`src/rtl/mux21_arb_if.sv`:
```
// Request/grant bundle between two requesters and the mux21 select arbiter.
interface mux21_arb_if;
    logic req0;
    logic req1;
    logic gnt0;
    logic gnt1;
    logic s1;
    logic busy;
    logic gstart;

    modport master (
        output req0, req1,
        input  gnt0, gnt1, s1, busy, gstart
    );

    modport slave (
        input  req0, req1,
        output gnt0, gnt1, s1, busy, gstart
    );
endinterface

```
`src/rtl/mux21_arb.sv`:
```
// Two-requester round-robin arbiter driving the mux21 select line.
// Each tenure is capped at HOLD cycles only while the other side is waiting.
module mux21_arb #(
    parameter int unsigned HOLD = 4,
    parameter int unsigned CW   = 3
) (
    input  logic        clk,
    input  logic        rst,
    mux21_arb_if.slave  bus
);

    localparam logic [1:0] IDLE = 2'd0;
    localparam logic [1:0] OWN0 = 2'd1;
    localparam logic [1:0] OWN1 = 2'd2;

    localparam logic [CW-1:0] HOLD_LAST = CW'(HOLD - 1);

    logic [1:0]    state, state_nxt;
    logic          last, last_nxt;
    logic [CW-1:0] cnt, cnt_nxt;
    logic          s1_nxt;
    logic          gstart_nxt;
    logic          go0, go1;

    // Next-state, tenure counter and select decision.
    always_comb begin
        state_nxt  = state;
        last_nxt   = last;
        cnt_nxt    = cnt;
        s1_nxt     = bus.s1;
        gstart_nxt = 1'b0;
        go0        = 1'b0;
        go1        = 1'b0;

        case (state)
            IDLE: begin
                if (bus.req0 && (!bus.req1 || last)) go0 = 1'b1;
                else if (bus.req1)                   go1 = 1'b1;
            end
            OWN0: begin
                if (!bus.req0 || (bus.req1 && cnt == HOLD_LAST)) begin
                    last_nxt = 1'b0;
                    if (bus.req1) go1 = 1'b1;
                    else          state_nxt = IDLE;
                end else begin
                    // Wrap keeps an uncontested tenure open indefinitely.
                    cnt_nxt = (cnt == HOLD_LAST) ? '0 : cnt + CW'(1);
                end
            end
            OWN1: begin
                if (!bus.req1 || (bus.req0 && cnt == HOLD_LAST)) begin
                    last_nxt = 1'b1;
                    if (bus.req0) go0 = 1'b1;
                    else          state_nxt = IDLE;
                end else begin
                    cnt_nxt = (cnt == HOLD_LAST) ? '0 : cnt + CW'(1);
                end
            end
            default: state_nxt = IDLE;
        endcase

        // Entering a tenure: restart the counter, steer the mux, flag the start.
        if (go0) begin
            state_nxt  = OWN0;
            cnt_nxt    = '0;
            s1_nxt     = 1'b0;
            gstart_nxt = 1'b1;
        end
        if (go1) begin
            state_nxt  = OWN1;
            cnt_nxt    = '0;
            s1_nxt     = 1'b1;
            gstart_nxt = 1'b1;
        end
    end

    // State and registered outputs; reset drops any grant immediately.
    always_ff @(posedge clk or posedge rst) begin
        if (rst) begin
            state      <= IDLE;
            last       <= 1'b1;
            cnt        <= '0;
            bus.gnt0   <= 1'b0;
            bus.gnt1   <= 1'b0;
            bus.s1     <= 1'b0;
            bus.busy   <= 1'b0;
            bus.gstart <= 1'b0;
        end else begin
            state      <= state_nxt;
            last       <= last_nxt;
            cnt        <= cnt_nxt;
            bus.gnt0   <= (state_nxt == OWN0);
            bus.gnt1   <= (state_nxt == OWN1);
            bus.s1     <= s1_nxt;
            bus.busy   <= (state_nxt != IDLE);
            bus.gstart <= gstart_nxt;
        end
    end

endmodule

```
`src/flat_wrapper.sv`:
```
// flat-port wrapper written by rule: the top's interface ports become plain ports
module mux21_arb_flat 
#(
    parameter int unsigned HOLD = 4,
    parameter int unsigned CW   = 3
)
  (clk, rst, bus_req0, bus_req1, bus_gnt0, bus_gnt1, bus_s1, bus_busy, bus_gstart);
  mux21_arb_if bus_i ();
  input  logic clk;
  input  logic rst;
  input wire logic [$bits(bus_i.req0)-1:0] bus_req0;
  input wire logic [$bits(bus_i.req1)-1:0] bus_req1;
  output wire logic [$bits(bus_i.gnt0)-1:0] bus_gnt0;
  output wire logic [$bits(bus_i.gnt1)-1:0] bus_gnt1;
  output wire logic [$bits(bus_i.s1)-1:0] bus_s1;
  output wire logic [$bits(bus_i.busy)-1:0] bus_busy;
  output wire logic [$bits(bus_i.gstart)-1:0] bus_gstart;
  assign bus_i.req0 = bus_req0;
  assign bus_i.req1 = bus_req1;
  assign bus_gnt0 = bus_i.gnt0;
  assign bus_gnt1 = bus_i.gnt1;
  assign bus_s1 = bus_i.s1;
  assign bus_busy = bus_i.busy;
  assign bus_gstart = bus_i.gstart;
  mux21_arb #(.HOLD(HOLD), .CW(CW)) u_core (.clk(clk), .rst(rst), .bus(bus_i));
endmodule
```
`config.mk`:
```
export PLATFORM = sky130hd
export DESIGN_NAME = mux21_arb_flat
export DESIGN_NICKNAME = d
export VERILOG_FILES = /design/src/rtl/mux21_arb_if.sv /design/src/rtl/mux21_arb.sv /design/src/flat_wrapper.sv
export SDC_FILE = /design/constraint.sdc
export NUM_CORES = 1
export LEC_CHECK = 0
export CORE_UTILIZATION = 45
export CTS_CLUSTER_DIAMETER = 30
export DETAILED_ROUTE_END_ITERATION = 7
export PLACE_DENSITY = 0.76
export SYNTH_ARGS = -nofsm -noshare
export SYNTH_HDL_FRONTEND = slang
export SYNTH_SLANG_ARGS = --single-unit
```
`constraint.sdc`:
```
create_clock -name clk -period 5.2 [get_ports clk]
set_clock_uncertainty 0.05 [all_clocks]
set_input_delay 0.52 -clock clk [delete_from_list [all_inputs] [get_ports clk]]
set_output_delay 0.52 -clock clk [all_outputs]
set_load 0.1 [all_outputs]
```
# == Word-level counts from Yosys, hierarchy flattened ==
# Index checks and enable logic that the tools add are counted.
# word_totals
ff_bits,11
out_inout_bits,5
in_bits,4
# classes
reduce_logical,15
n_eq_ne,9
addsub,1
mux,28
# op_table
op,count
two-way mux 3 bit,5
two-way mux 1 bit,12
two-way mux 2 bit,6
"inequality test 4 x 2 -> 1 bit, second input constant",2
case mux 1 bit (2 select lines),3
case mux 2 bit (3 select lines),1
case mux 3 bit (2 select lines),1
AND reduction 3 bit,2
nonzero test 2 bit,3
"== test 2 x 1 -> 1 bit, second input constant",2
"== test 2 bit, second input constant",2
"inequality test 2 x 1 -> 1 bit, second input constant",2
nonzero test 4 bit,1
"adder 3 x 1 -> 3 bit, second input constant",1
"== test 3 x 2 -> 1 bit, second input constant",1
logical AND 1 bit,3
logical OR 1 bit,3
logical NOT 1 bit,2
logical NOT 2 bit,1

# == Longest topological paths before layout ==
# depth
depth_word,8
ltp_mapped,6
depth_no_buf,6

# == Worst setup path before layout ==
# No wires, ideal clock.
# synth_path
path_type,flip-flop to flip-flop
startpoint,register u_core.state[0]
endpoint,register u_core.cnt[0]
arrival_time_ps,1509
n_path_buf,0
synth_period_minus_slack_ps,1636
required_time_ps,5073
path_stages_with_launch,7
path_slack_ps,3564
cell_sequence,dfrtp_1 -> inv_1 -> ha_1 -> or2b_1 -> o2111ai_2 -> or4_1 -> a21oi_1
# synth_via
elab_chain_cells,4
word_cells_on_any_way,12
classes_between,eq/ne (4); mux (5); reduce/logical (3)
# synth_rtl
element,line_no,text
"start, declared",mux21_arb.sv:18,"logic [1:0] state, state_nxt;"
"start signal, assigned",mux21_arb.sv:89,state <= state_nxt;
== test 2 x 1 -> 1 bit (tied with other cells),mux21_arb.sv:35,case (state)
case mux 1 bit (2 select lines) / case mux 3 bit (2 select lines) (equally long branches),mux21_arb.sv:35,
inequality test 4 x 2 -> 1 bit (no line) (tied with other cells),-,
AND reduction 3 bit (no line) / two-way mux 3 bit (equally long branches),-,
"end signal, assigned",mux21_arb.sv:91,cnt <= cnt_nxt;
"end, declared",mux21_arb.sv:20,"logic [CW-1:0] cnt, cnt_nxt;"
# Parallel ways exist; a longest one is shown, timed or not.
# A chain may end at the register's enable or synchronous reset.

# == Worst setup path in the final report ==
# layout_path
startpoint,register u_core.bus.s1
endpoint,output port bus_s1
# layout_rtl
element,line_no,text
"start, declared",mux21_arb_if.sv:18,"output gnt0, gnt1, s1, busy, gstart"
"start signal, assigned",mux21_arb.sv:94,bus.s1 <= s1_nxt;
"end, declared",flat_wrapper.sv:15,output wire logic [$bits(bus_i.s1)-1:0] bus_s1;
# No word-level cell between the ends.

==> reports/results.ini <==
[final_layout]
diodes=0
final_layout_size_suffix_gt1_frac=0.1200
mostFrequentLayoutCells=inv_1 (10), dfrtp_1 (10), clkdlybuf4s50_1 (8)
design_area_um2=750.7
final_util=0.5769
area_delta_synth_final_pct=20.24
fill_cells=128
instances_no_fill=90
nNetsFinal=85

[grt]
track_usage=0.1845
grt_overflow=0
first_global_vias=443
grt_max_degree=12
grt_pass1_wl_um=1828
antenna_found_initial=0

[worst_setup_path]
rrSetupSlack_ns=3.36
rr_endpoint=u_core.cnt[0]
ff2ff_path_depth=6
r2r_start=u_core.state[0]
critPathMaxStageDelay_ns=1.13
cp_slowest_cell=clkdlybuf4s50_1
critical_path_required_ns=4.63
critPathLaunchType=flip-flop
worstPathArrival_ns=1.74
cp_num_buf_inv=1
end_kind=output port
cp_top_family=buffers and inverters
crit_chain=clkdlybuf4s50_1
crit_type=flip-flop to output port
critPathMaxFanout=2

[clocking]
cts_num_sinks=11
root_buffer=clkbuf_4
clk_path_buf_depth=2
clkSlewWorstSetupHoldPaths_ns=0.07
post_cts_buffers=0
cts_hold_buf=0
worstSkewPairLatency_ns=0.27
htree_num_levels=1
cts_tree=done
cts_resized=0
cts_buffers=3

[floorplanning]
pin_count=9
initial_core_util=0.4798
die-area_mm2=0.001541
die_x_um=39.25
rows=13
core_area_mm2=0.001301
die_h_um=39.25

[synthesis]
yosysWarnings=0
synth_seq_area_share=0.4429
syn_inst=63
syn-cell-area_um2=624.3
synthesis.nets=72
avgSynthCellArea_um2=9.910
synthDistinctLibCells=26
ys_ff_latch=11

[routing]
via_per_inst=5.433
vias=489
dr.pass1.iters=3
route.antenna.remaining_nets=0
route.final.wire_length_um=1171
wl_per_cell_um=13.01
drc=0
drt_iter0_markers=5

[timing]
fin_setup_tns_ns=0
rsz0062_at_grt=no
slew_headroom=0.3558
worst_pin_slew_ns=0.9633
max_freq_mhz=432.1
hold_viol=0
post-route-period-util=0.4450
setup_viol=0
drv_slew=0
period_needed_ns=2.314

[worst_hold_path]
min_path_cells=1
hold_end=u_core.bus.s1
hold_class=flip-flop to flip-flop
hp-start=u_core.bus.s1

[run_status]
status=finished, final reports clean

[placed_design]
placed_area_um2=723.2
dp_hpwl_um=914.3
dp.cells=86
gp_congestion=0.7653
port_buffers=8

[run]
maxCapViolCount=0

[cells by family (layout without fill, tap and decap cells)]
kind of cell             after synthesis  in the layout  synth area share
flip-flops                            11             11            0.4429
AND/OR/NAND/NOR                       18             18            0.1844
buffers and inverters                 10             22           0.06013
AO/OA/AOI/OAI                         19             19            0.2124
adder cells (fa/ha/maj)                5              5            0.1002
[final cells by class]
type | count | area [um^2] | area share
clock buffers | 3 | 22.52 | 0.03000
clock inverters | 1 | 5.005 | 0.006667
inverters | 10 | 37.54 | 0.05000
multi-input cells | 42 | 310.3 | 0.4133
flip-flops and latches | 11 | 276.5 | 0.3683
well taps | 15 | 18.77 | 0.02500
repair buffers | 8 | 80.08 | 0.1067
[metrics by stage]
stage / hold WS [ns] / setup slack (ns)
finish: 0.4400 / 2.886
detailed placement: 0.4228 / 3.057
global placement: 0.4155 / 3.049
CTS: 0.4418 / 2.871
global route: 0.4627 / 2.846
floorplan: 0.3217 / 3.564
[worst max-delay path by stage]
stage	cells after the start	endpoint	startpoint	slack (ns)
3_3_place_gp	5	u_core.cnt[2]	bus_req0	3.05
5_1_grt	1	bus_s1	u_core.bus.s1	2.85
4_1_cts	1	bus_s1	u_core.bus.s1	2.87
6_report	1	bus_s1	u_core.bus.s1	2.89
3_5_place_dp	5	u_core.cnt[2]	bus_req0	3.06
2_1_floorplan	6	u_core.cnt[0]	u_core.state[0]	3.56
[state kept, by name, summed over array words and instances (netlist names)]
signal             count
u_core.cnt             3
u_core.state           2
u_core.bus.busy        1
u_core.bus.gnt0        1
u_core.bus.gnt1        1
u_core.bus.gstart      1
u_core.bus.s1          1
u_core.last            1
[cell usage after synthesis]
library cell	count	area share
a21o_1	1	0.012
or4_1	1	0.012
o22ai_1	1	0.010
o221ai_1	1	0.014
o31ai_1	1	0.012
o21bai_1	2	0.024
dfstp_2	1	0.042
o22a_1	1	0.014
nor2b_1	1	0.010
a211oi_1	1	0.012
nand4b_1	2	0.028
ha_1	5	0.10
o311a_2	1	0.018
nand3_1	3	0.024
a21oi_1	6	0.048
nand2b_4	1	0.022
o2111ai_2	1	0.024
o21ai_0	3	0.024
or3_1	1	0.010
and3b_2	1	0.016
nand2_1	3	0.018
or2b_1	1	0.012
inv_1	10	0.060
nor2_1	2	0.012
nand2b_1	2	0.020
dfrtp_1	10	0.40
[per-layer routing]
metal,track usage,up-vias,wire [um]
met5,0,-,0
met4,0,0,0
met3,0.08523,0,34
met2,0.3208,4,616
met1,0.2206,238,520
li1,-,247,-
Power is left out: the tool's default activity adds up to more than one toggle a clock period on the data nets, which glitch-free logic cannot reach.
